[config.mk]
export PLATFORM = sky130hd
export DESIGN_NAME = shift_sequencer
export DESIGN_NICKNAME = d
export VERILOG_FILES = /design/src/rtl/shift_seq_pkg.sv /design/src/rtl/shift_stage_mux.sv /design/src/rtl/shift_sequencer.sv
export SDC_FILE = /design/constraint.sdc
export NUM_CORES = 1
export LEC_CHECK = 0
export ABC_AREA = 1
export CAP_MARGIN = 5
export CORE_ASPECT_RATIO = 1.4
export CORE_MARGIN = 2
export CORE_UTILIZATION = 57
export DETAILED_ROUTE_END_ITERATION = 10
export GPL_TIMING_DRIVEN = 1
export MAX_ROUTING_LAYER = met4
export PLACE_DENSITY = 0.82
export SLEW_MARGIN = 20
export SYNTH_ARGS = -nofsm -noshare
export SYNTH_HDL_FRONTEND = slang
export SYNTH_SLANG_ARGS = --single-unit
[constraint.sdc]
create_clock -name clock_i -period 3.12 [get_ports clock_i]
set_input_delay 0.624 -clock clock_i [delete_from_list [all_inputs] [get_ports clock_i]]
set_output_delay 0.624 -clock clock_i [all_outputs]
set_load 0.02 [all_outputs]
[src/rtl/shift_seq_pkg.sv]
// Shared types and constants for the iterative shift sequencer.
// The stage index walks FIRST_STAGE down to 0, one power-of-two shift per clock.
package shift_seq_pkg;

    typedef enum logic [1:0] {
        ST_IDLE  = 2'd0,
        ST_SHIFT = 2'd1,
        ST_DONE  = 2'd2
    } state_t;

    localparam logic SHIFT_SLL = 1'b0;
    localparam logic SHIFT_SRA = 1'b1;

    localparam int NUM_STAGES  = 5;
    localparam int FIRST_STAGE = NUM_STAGES - 1;
    localparam int IDX_W       = $clog2(NUM_STAGES);

    typedef logic [IDX_W-1:0] idx_t;

endpackage

[src/rtl/shift_stage_mux.sv]
// Single shared shift stage: shifts acc by 2^idx (sll zero fill / sra sign fill) when en is set.
// Purely combinational; every power is precomputed and idx picks one.
module shift_stage_mux
    import shift_seq_pkg::*;
#(
    parameter int WIDTH = 32
) (
    input  logic [WIDTH-1:0] acc_i,
    input  idx_t             idx_i,
    input  logic             dir_i,
    input  logic             en_i,
    output logic [WIDTH-1:0] acc_o
);

    logic [WIDTH-1:0] cand [NUM_STAGES];

    for (genvar k = 0; k < NUM_STAGES; k++) begin : g_pow
        localparam int P = 1 << k;
        assign cand[k] = (dir_i == SHIFT_SRA)
                       ? {{P{acc_i[WIDTH-1]}}, acc_i[WIDTH-1:P]}
                       : {acc_i[WIDTH-1-P:0], {P{1'b0}}};
    end

    always_comb begin
        acc_o = acc_i;
        if (en_i) begin
            for (int k = 0; k < NUM_STAGES; k++) begin
                if (idx_i == idx_t'(k)) begin
                    acc_o = cand[k];
                end
            end
        end
    end

endmodule

[src/rtl/shift_sequencer.sv]
// Multi-cycle 32-bit shifter: one request at a time, fixed 5-stage walk (16,8,4,2,1), done one cycle after the last stage.
// Starts are ignored unless IDLE; abort in SHIFT cancels with no done and leaves the old result in place.
module shift_sequencer
    import shift_seq_pkg::*;
#(
    parameter int WIDTH   = 32,
    parameter int SHAMT_W = 5
) (
    input  logic               clock_i,
    input  logic               reset_i,
    input  logic               start_i,
    input  logic               abort_i,
    input  logic [WIDTH-1:0]   data_operand_i,
    input  logic [SHAMT_W-1:0] ctrl_shiftamt_i,
    input  logic               ctrl_dir_i,
    output logic               ready_o,
    output logic               busy_o,
    output logic               done_o,
    output logic [WIDTH-1:0]   data_result_o
);

    state_t             state_q, state_d;
    idx_t               idx_q, idx_d;
    logic [WIDTH-1:0]   acc_q, acc_d;
    logic [WIDTH-1:0]   result_q, result_d;
    logic [SHAMT_W-1:0] shamt_q, shamt_d;
    logic               dir_q, dir_d;

    logic               stage_en;
    logic [WIDTH-1:0]   stage_out;

    always_comb begin
        stage_en = 1'b0;
        for (int k = 0; k < NUM_STAGES; k++) begin
            if (idx_q == idx_t'(k)) begin
                stage_en = shamt_q[k];
            end
        end
    end

    shift_stage_mux #(
        .WIDTH (WIDTH)
    ) u_stage (
        .acc_i (acc_q),
        .idx_i (idx_q),
        .dir_i (dir_q),
        .en_i  (stage_en),
        .acc_o (stage_out)
    );

    always_ff @(posedge clock_i or posedge reset_i) begin
        if (reset_i) begin
            state_q  <= ST_IDLE;
            idx_q    <= idx_t'(FIRST_STAGE);
            acc_q    <= '0;
            result_q <= '0;
            shamt_q  <= '0;
            dir_q    <= SHIFT_SLL;
        end else begin
            state_q  <= state_d;
            idx_q    <= idx_d;
            acc_q    <= acc_d;
            result_q <= result_d;
            shamt_q  <= shamt_d;
            dir_q    <= dir_d;
        end
    end

    always_comb begin
        state_d  = state_q;
        idx_d    = idx_q;
        acc_d    = acc_q;
        result_d = result_q;
        shamt_d  = shamt_q;
        dir_d    = dir_q;
        case (state_q)
            ST_IDLE: begin
                if (start_i && !abort_i) begin
                    acc_d   = data_operand_i;
                    shamt_d = ctrl_shiftamt_i;
                    dir_d   = ctrl_dir_i;
                    idx_d   = idx_t'(FIRST_STAGE);
                    state_d = ST_SHIFT;
                end
            end
            ST_SHIFT: begin
                if (abort_i) begin
                    idx_d   = idx_t'(FIRST_STAGE);
                    state_d = ST_IDLE;
                end else begin
                    acc_d = stage_out;
                    if (idx_q == '0) begin
                        result_d = stage_out;
                        idx_d    = idx_t'(FIRST_STAGE);
                        state_d  = ST_DONE;
                    end else begin
                        idx_d = idx_q - idx_t'(1);
                    end
                end
            end
            ST_DONE: begin
                state_d = ST_IDLE;
            end
            default: begin
                state_d = ST_IDLE;
            end
        endcase
    end

    // All outputs decode from registered state only, so no input reaches them combinationally.
    assign ready_o       = (state_q == ST_IDLE);
    assign busy_o        = (state_q == ST_SHIFT) || (state_q == ST_DONE);
    assign done_o        = (state_q == ST_DONE);
    assign data_result_o = result_q;

endmodule

### Word-level counts from Yosys, hierarchy flattened

Index checks and enable logic that the tools add are counted.

| word-level totals | value |
|---|---|
| flip-flop bits (word level) | 75 |
| input port bits | 42 |
| output and inout bits | 35 |
| logic and storage cells | 55 |

| cells by class | value |
|---|---|
| $add $sub $neg | 1 |
| equality and inequality tests | 9 |
| mux-type cells | 27 |
| bitwise logic cells | 1 |
| reductions and logical operators | 11 |

Operators by type and width:

| cell | number |
|---|---|
| $mux 32 | 13 |
| $pmux 32 s2 | 1 |
| $mux 3 | 3 |
| $eq 3x2->1 const B | 2 |
| $mux 2 | 3 |
| $pmux 3 s2 | 1 |
| $reduce_and 2->1 | 3 |
| $reduce_and 3->1 | 2 |
| $mux 1 | 5 |
| $pmux 2 s2 | 1 |
| $eq 3x1->1 const B | 1 |
| $eq 3x3->1 const B | 1 |
| $logic_not 3->1 | 1 |
| $ne 3x3->1 const B | 1 |
| $sub 3x1->3 const B | 1 |
| $eq 2x1->1 const B | 1 |
| $eq 2x2->1 const B | 1 |
| $logic_not 2->1 | 1 |
| $ne 2x1->1 const B | 1 |
| $ne 2x2->1 const B | 1 |
| $reduce_bool 2->1 | 1 |
| $logic_and 1x1->1 | 1 |
| $logic_not 1->1 | 1 |
| $logic_or 1x1->1 | 1 |
| $not 1->1 | 1 |

### Logic depth before layout (Yosys ltp)

| depth | value |
|---|---|
| depth after elaboration | 9 |
| gate-level depth with buffers | 16 |

### By module

A second synthesis with hierarchy kept.

| second synthesis, totals | value |
|---|---|
| cells, all modules | 988 |
| area total of the unflattened synthesis | 6055.8 um^2 |

Modules (own cells, without submodules):

| module | times used | cells each | area an instance (um^2) |
|---|---|---|---|
| shift_sequencer | 1 | 366 | 3377.0 |
| shift_stage_mux | 1 | 622 | 2678.8 |

### Least setup slack after synthesis

OpenSTA, ideal clock, no wires.

| timing | value |
|---|---|
| path type | reg2reg |
| from | register state_q[0] |
| to | register acc_q[0] |
| setup time | 0.116 ns |
| arrival time | 1.850 ns |
| data required time | 3.004 ns |
| setup slack | 1.153 ns |
| stages on the path, launching flop included | 13 |
| buffers on the path | 1 |
| period minus slack after synthesis | 1.967 ns |
| cells stage by stage | dfrtp_1 inv_1 ha_1 inv_1 a21oi_1 inv_1 o21ai_0 inv_1 o21ai_2 clkbuf_1 nor2_1 nand2_1 nand2_1 |

| on the way | value |
|---|---|
| word-level cells in the longest chain between the ends | 3 |
| elaborated cells between the ends (all ways) | 7 |
| classes of those cells | eq/ne: 3; mux: 1; reduce/logical: 3 |

Ends and longest elaborated chain:

| element | line | RTL |
|---|---|---|
| from (decl) | shift_sequencer.sv:22 | `state_t state_q, state_d;` |
| from (signal assigned) | shift_sequencer.sv:60 | `state_q <= state_d;` |
| $logic_not 2->1 (*) | - |  |
| named net ready_o | shift_sequencer.sv:16 | `output logic ready_o,` |
| $ne 2x1->1 (no line) or $reduce_bool 2->1 (tied branches) | - |  |
| $reduce_and 3->1 (no line) | - |  |
| to (signal assigned) | shift_sequencer.sv:55 | `acc_q <= '0;` |
| to (signal assigned) | shift_sequencer.sv:62 | `acc_q <= acc_d;` |
| to (decl) | shift_sequencer.sv:24 | `logic [WIDTH-1:0] acc_q, acc_d;` |

Mark *: on every way through the listed nets, which the timed path passes. The rest lies on a longest branch.
A chain may end at the register's enable or synchronous reset.

### Worst setup path in the final report

| timing | value |
|---|---|
| from | register idx_q[2] |
| to | register acc_q[0] |

| on the way | value |
|---|---|
| word-level cells in the longest chain between the ends | 9 |
| elaborated cells between the ends (all ways) | 18 |
| classes of those cells | eq/ne: 4; mux: 13; reduce/logical: 1 |

Ends and longest elaborated chain:

| element | line | RTL |
|---|---|---|
| from (decl) | shift_sequencer.sv:23 | `idx_t idx_q, idx_d;` |
| from (signal assigned) | shift_sequencer.sv:54 | `idx_q <= idx_t'(FIRST_STAGE);` |
| from (signal assigned) | shift_sequencer.sv:61 | `idx_q <= idx_d;` |
| $logic_not 3->1 | shift_stage_mux.sv:28, shift_sequencer.sv:35 |  |
| $mux 32 or $mux 1 (tied branches) (5 in series) | shift_stage_mux.sv:28, shift_sequencer.sv:35 |  |
| $mux 32 (*) | shift_stage_mux.sv:26 | `if (en_i) begin` |
| $mux 32 (*) | shift_sequencer.sv:87 | `if (abort_i) begin` |
| $pmux 32 s2 (*) | shift_sequencer.sv:76 | `case (state_q)` |

Mark *: on every way between the ends. The rest lies on a longest branch, timed or not. The select of a mux whose other input is x is not followed.

==> impl_metrics.csv <==
group,metric,value,unit
global_route,grtUsageTotal,0.3605,
synth,yosysMostFrequentCell,"nand2_1",
sta,fin_crit_sh,0.8199,
floorplanning,core_area,10700,sq um
synth,synth_top_cell_by_area,"dfrtp_1",
worst_setup_path,start_kind,"register",
worst_setup_path,critical_path_class,"reg2reg",
worst_setup_path,cp.arrival,2.80,ns
global_route,gr-total-overflow,0,
synth,synthArstFlopShare,1.000,
synth,synth_top_cell_area_share,0.2995,
synth,synth.distinct_cells,29,
synth,ys_seq_elements,75,
worst_setup_path,reg2reg_depth,13,
sta,finalCriticalPeriod,2.558,ns
clock_tree,clockRootBuffer,"clkbuf_16",
sta,timing.final.hold_violations,0,
detailed_routing,vias,7254,
floorplanning,ios,77,
detailed_routing,avgViaCountPerCell,5.698,
synth,synth_nets,1132,
detailed_routing,dr.pass1.iters,6,
global_route,use_met1,0.4260,
global_route,antenna_found_initial,0,
global_route,top_usage_layer,"met2",
sta,setup_viol,0,
final_layout,nets,1172,
floorplanning,placementRows,45,
global_route,grt_pass1_vias,6640,
final_layout,num_antenna_cells,0,
sta,fin_tns_setup,0,ns
worst_setup_path,worstSetupStartpoint,"idx_q[2]$_DFFE_PP1P_",
synth,yosysWarnings,0,
detailed_routing,drcViolationCount,0,
synth,ys.flop_type,"dfrtp_1",
clock_tree,htree_num_levels,3,
floorplanning,die_y,127.2,microns
global_route,grt_first_pass_wirelength,32.62,mm
synth,syn_inst,1087,
detailed_routing,wl_per_cell,15.61,microns
clock_tree,ctsResizeCount,0,
floorplanning,dieArea,11710,sq um
placed_design,place.gp.congestion,1.060,
detailed_routing,drtIter0Drc,805,
worst_hold_path,min_path_type,"reg2reg",
clock_tree,clkTransAtPathRegs,0.06,ns
detailed_routing,drt-total-wl,19.87,mm
synth,synth.top_cells.by_count,"nand2_1 (446), nor2_1 (162), nand3_1 (93)",
synth,synth-seq-area-share,0.3037,
placed_design,placed_cells,1257,
sta,slew_violations,0,
floorplanning,fp.dieW,92.03,microns
sta,fin_skew,0.01102,ns
final_layout,fin_cells,1273,
floorplanning,start_util,0.5780,
global_route,grt_util_met2,0.5744,
synth,syn-cell-area,6183,sq um
clock_tree,post_cts_buffers,0,
clock_tree,clkSinkCount,75,
placed_design,portBuffers,76,
final_layout,seqCellArea,1878,sq um
worst_setup_path,cp-end-kind,"register",
final_layout,fill_cells,1016,
final_layout,drive_above_1_share,0.04859,
synth,yosys-top-cells-area,"dfrtp_1 (30%), nand2_1 (27%), nor2_1 (9.8%)",
worst_setup_path,cp_data_required_time,3.36,ns
synth,avgSynthCellArea,5.689,sq um
final_layout,area_growth,18.13,%
sta,worst_pin_slew,0.7366,ns
clock_tree,clockBufferDepth,2,
final_layout,multi_input_area,3680,sq um
global_route,grt.met3_usage,0.05483,
sta,relSlewSlack,0.5084,
worst_hold_path,hp-start,"data_result_o[18]$_DFFE_PP0P_",
placed_design,hpwl,13.84,mm
clock_tree,cts_tree,"yes",
clock_tree,worstSkewPairLatency,0.36,ns
worst_setup_path,path_max_fanout,45,
synth,synth-edff-count,0,
clock_tree,holdBufCountCts,0,
global_route,grt_max_degree,66,
clock_tree,numCtsBuffers,9,
worst_setup_path,worstReg2RegStart,"idx_q[2]$_DFFE_PP1P_",
status,status,"completed",
detailed_routing,ant_nets,0,
sta,clock.fmax,0.3909,GHz
sta,rsz0062_at_grt,"false",
job,max_cap_violations,0,
worst_hold_path,holdPathStages,2,
-- state kept, by name, indices dropped and copies added, names as in the netlist --
register and count:
data_result_o 32, acc_q 32, idx_q 3, dir_q 1, shamt_q 5, state_q 2
-- area by class of cell --
type                       count  share of cell area
clock inverter                 6             0.01319
multi-input combinational    859              0.5038
timing repair buffer          93              0.1233
clock buffer                  10             0.03272
inverter                      89             0.04573
tap                          141             0.02415
sequential                    75              0.2571
-- per-layer routing --
metal	wire length, microns	vias to the layer above
met5	0	-
met4	1227	0
met3	1603	106
met2	9356	416
met1	7682	3231
li1	-	3501
-- kinds of logic after synthesis --
| kind of cell | after synthesis | synth area share |
|---|---|---|
| adders and majority gates | 3 | 0.006071 |
| buffers and inverters | 153 | 0.1028 |
| AOI/OAI and AO/OA | 143 | 0.1267 |
| and+or+nand+nor | 713 | 0.4607 |
| DFF | 75 | 0.3037 |
-- worst paths after layout --
path,to,slack [ns]
worst min-delay path,data_result_o[18]$_DFFE_PP0P_,0.49
min in group asynchronous,state_q[1]$_DFFE_PP0P_,0.67
worst max register to register,acc_q[0]$_DFFE_PP0P_,0.56
worst max-delay path,acc_q[0]$_DFFE_PP0P_,0.56
worst min register to register,data_result_o[18]$_DFFE_PP0P_,0.49
max in group asynchronous,acc_q[21]$_DFFE_PP0P_,1.63
-- layout by cell type, fill, tap and decap left out, drive strengths merged --
master         instances
clkinvlp               1
nand3                 94
nor2                 166
dfrtp                 74
o22ai                  2
a21oi                 56
nand2                449
ha                     3
clkdlybuf4s50         76
nor3                   1
buf                   17
bufinv                 2
o21ai                 41
clkbuf                10
dfstp                  1
a31oi                 39
or2                    1
clkinv                 1
nand4                  2
o211ai                 5
inv                   91
-- critical path, cell delays in order, from the launching register on --
cell	delay [ns]
dfstp_2	0.39
inv_2	0.13
nand2_1	0.11
nor2_2	0.11
buf_4	0.31
nand2_1	0.09
nand2_1	0.09
nand2_2	0.08
nand2_4	0.42
inv_2	0.17
o21ai_1	0.30
nand2_1	0.09
nand2_1	0.09
nand2_1	0.05
-- per-stage QoR --
step                      utilization  setup WS (ns)  instance area (sq um)  hold slack, ns
final                          0.6828         0.5621                   7305          0.4904
after global routing           0.6828         0.3714                   7305          0.5277
after CTS                      0.6828         0.6375                   7305          0.4998
after detailed placement       0.6515         0.4671                   6969          0.4823
after global placement         0.6515         0.5519                   6969          0.4721
after floorplan                     -         0.5877                   6183          0.4342
Power is not shown: default switching activity piles up to over one toggle a cycle in this logic, so the estimate is an artifact.
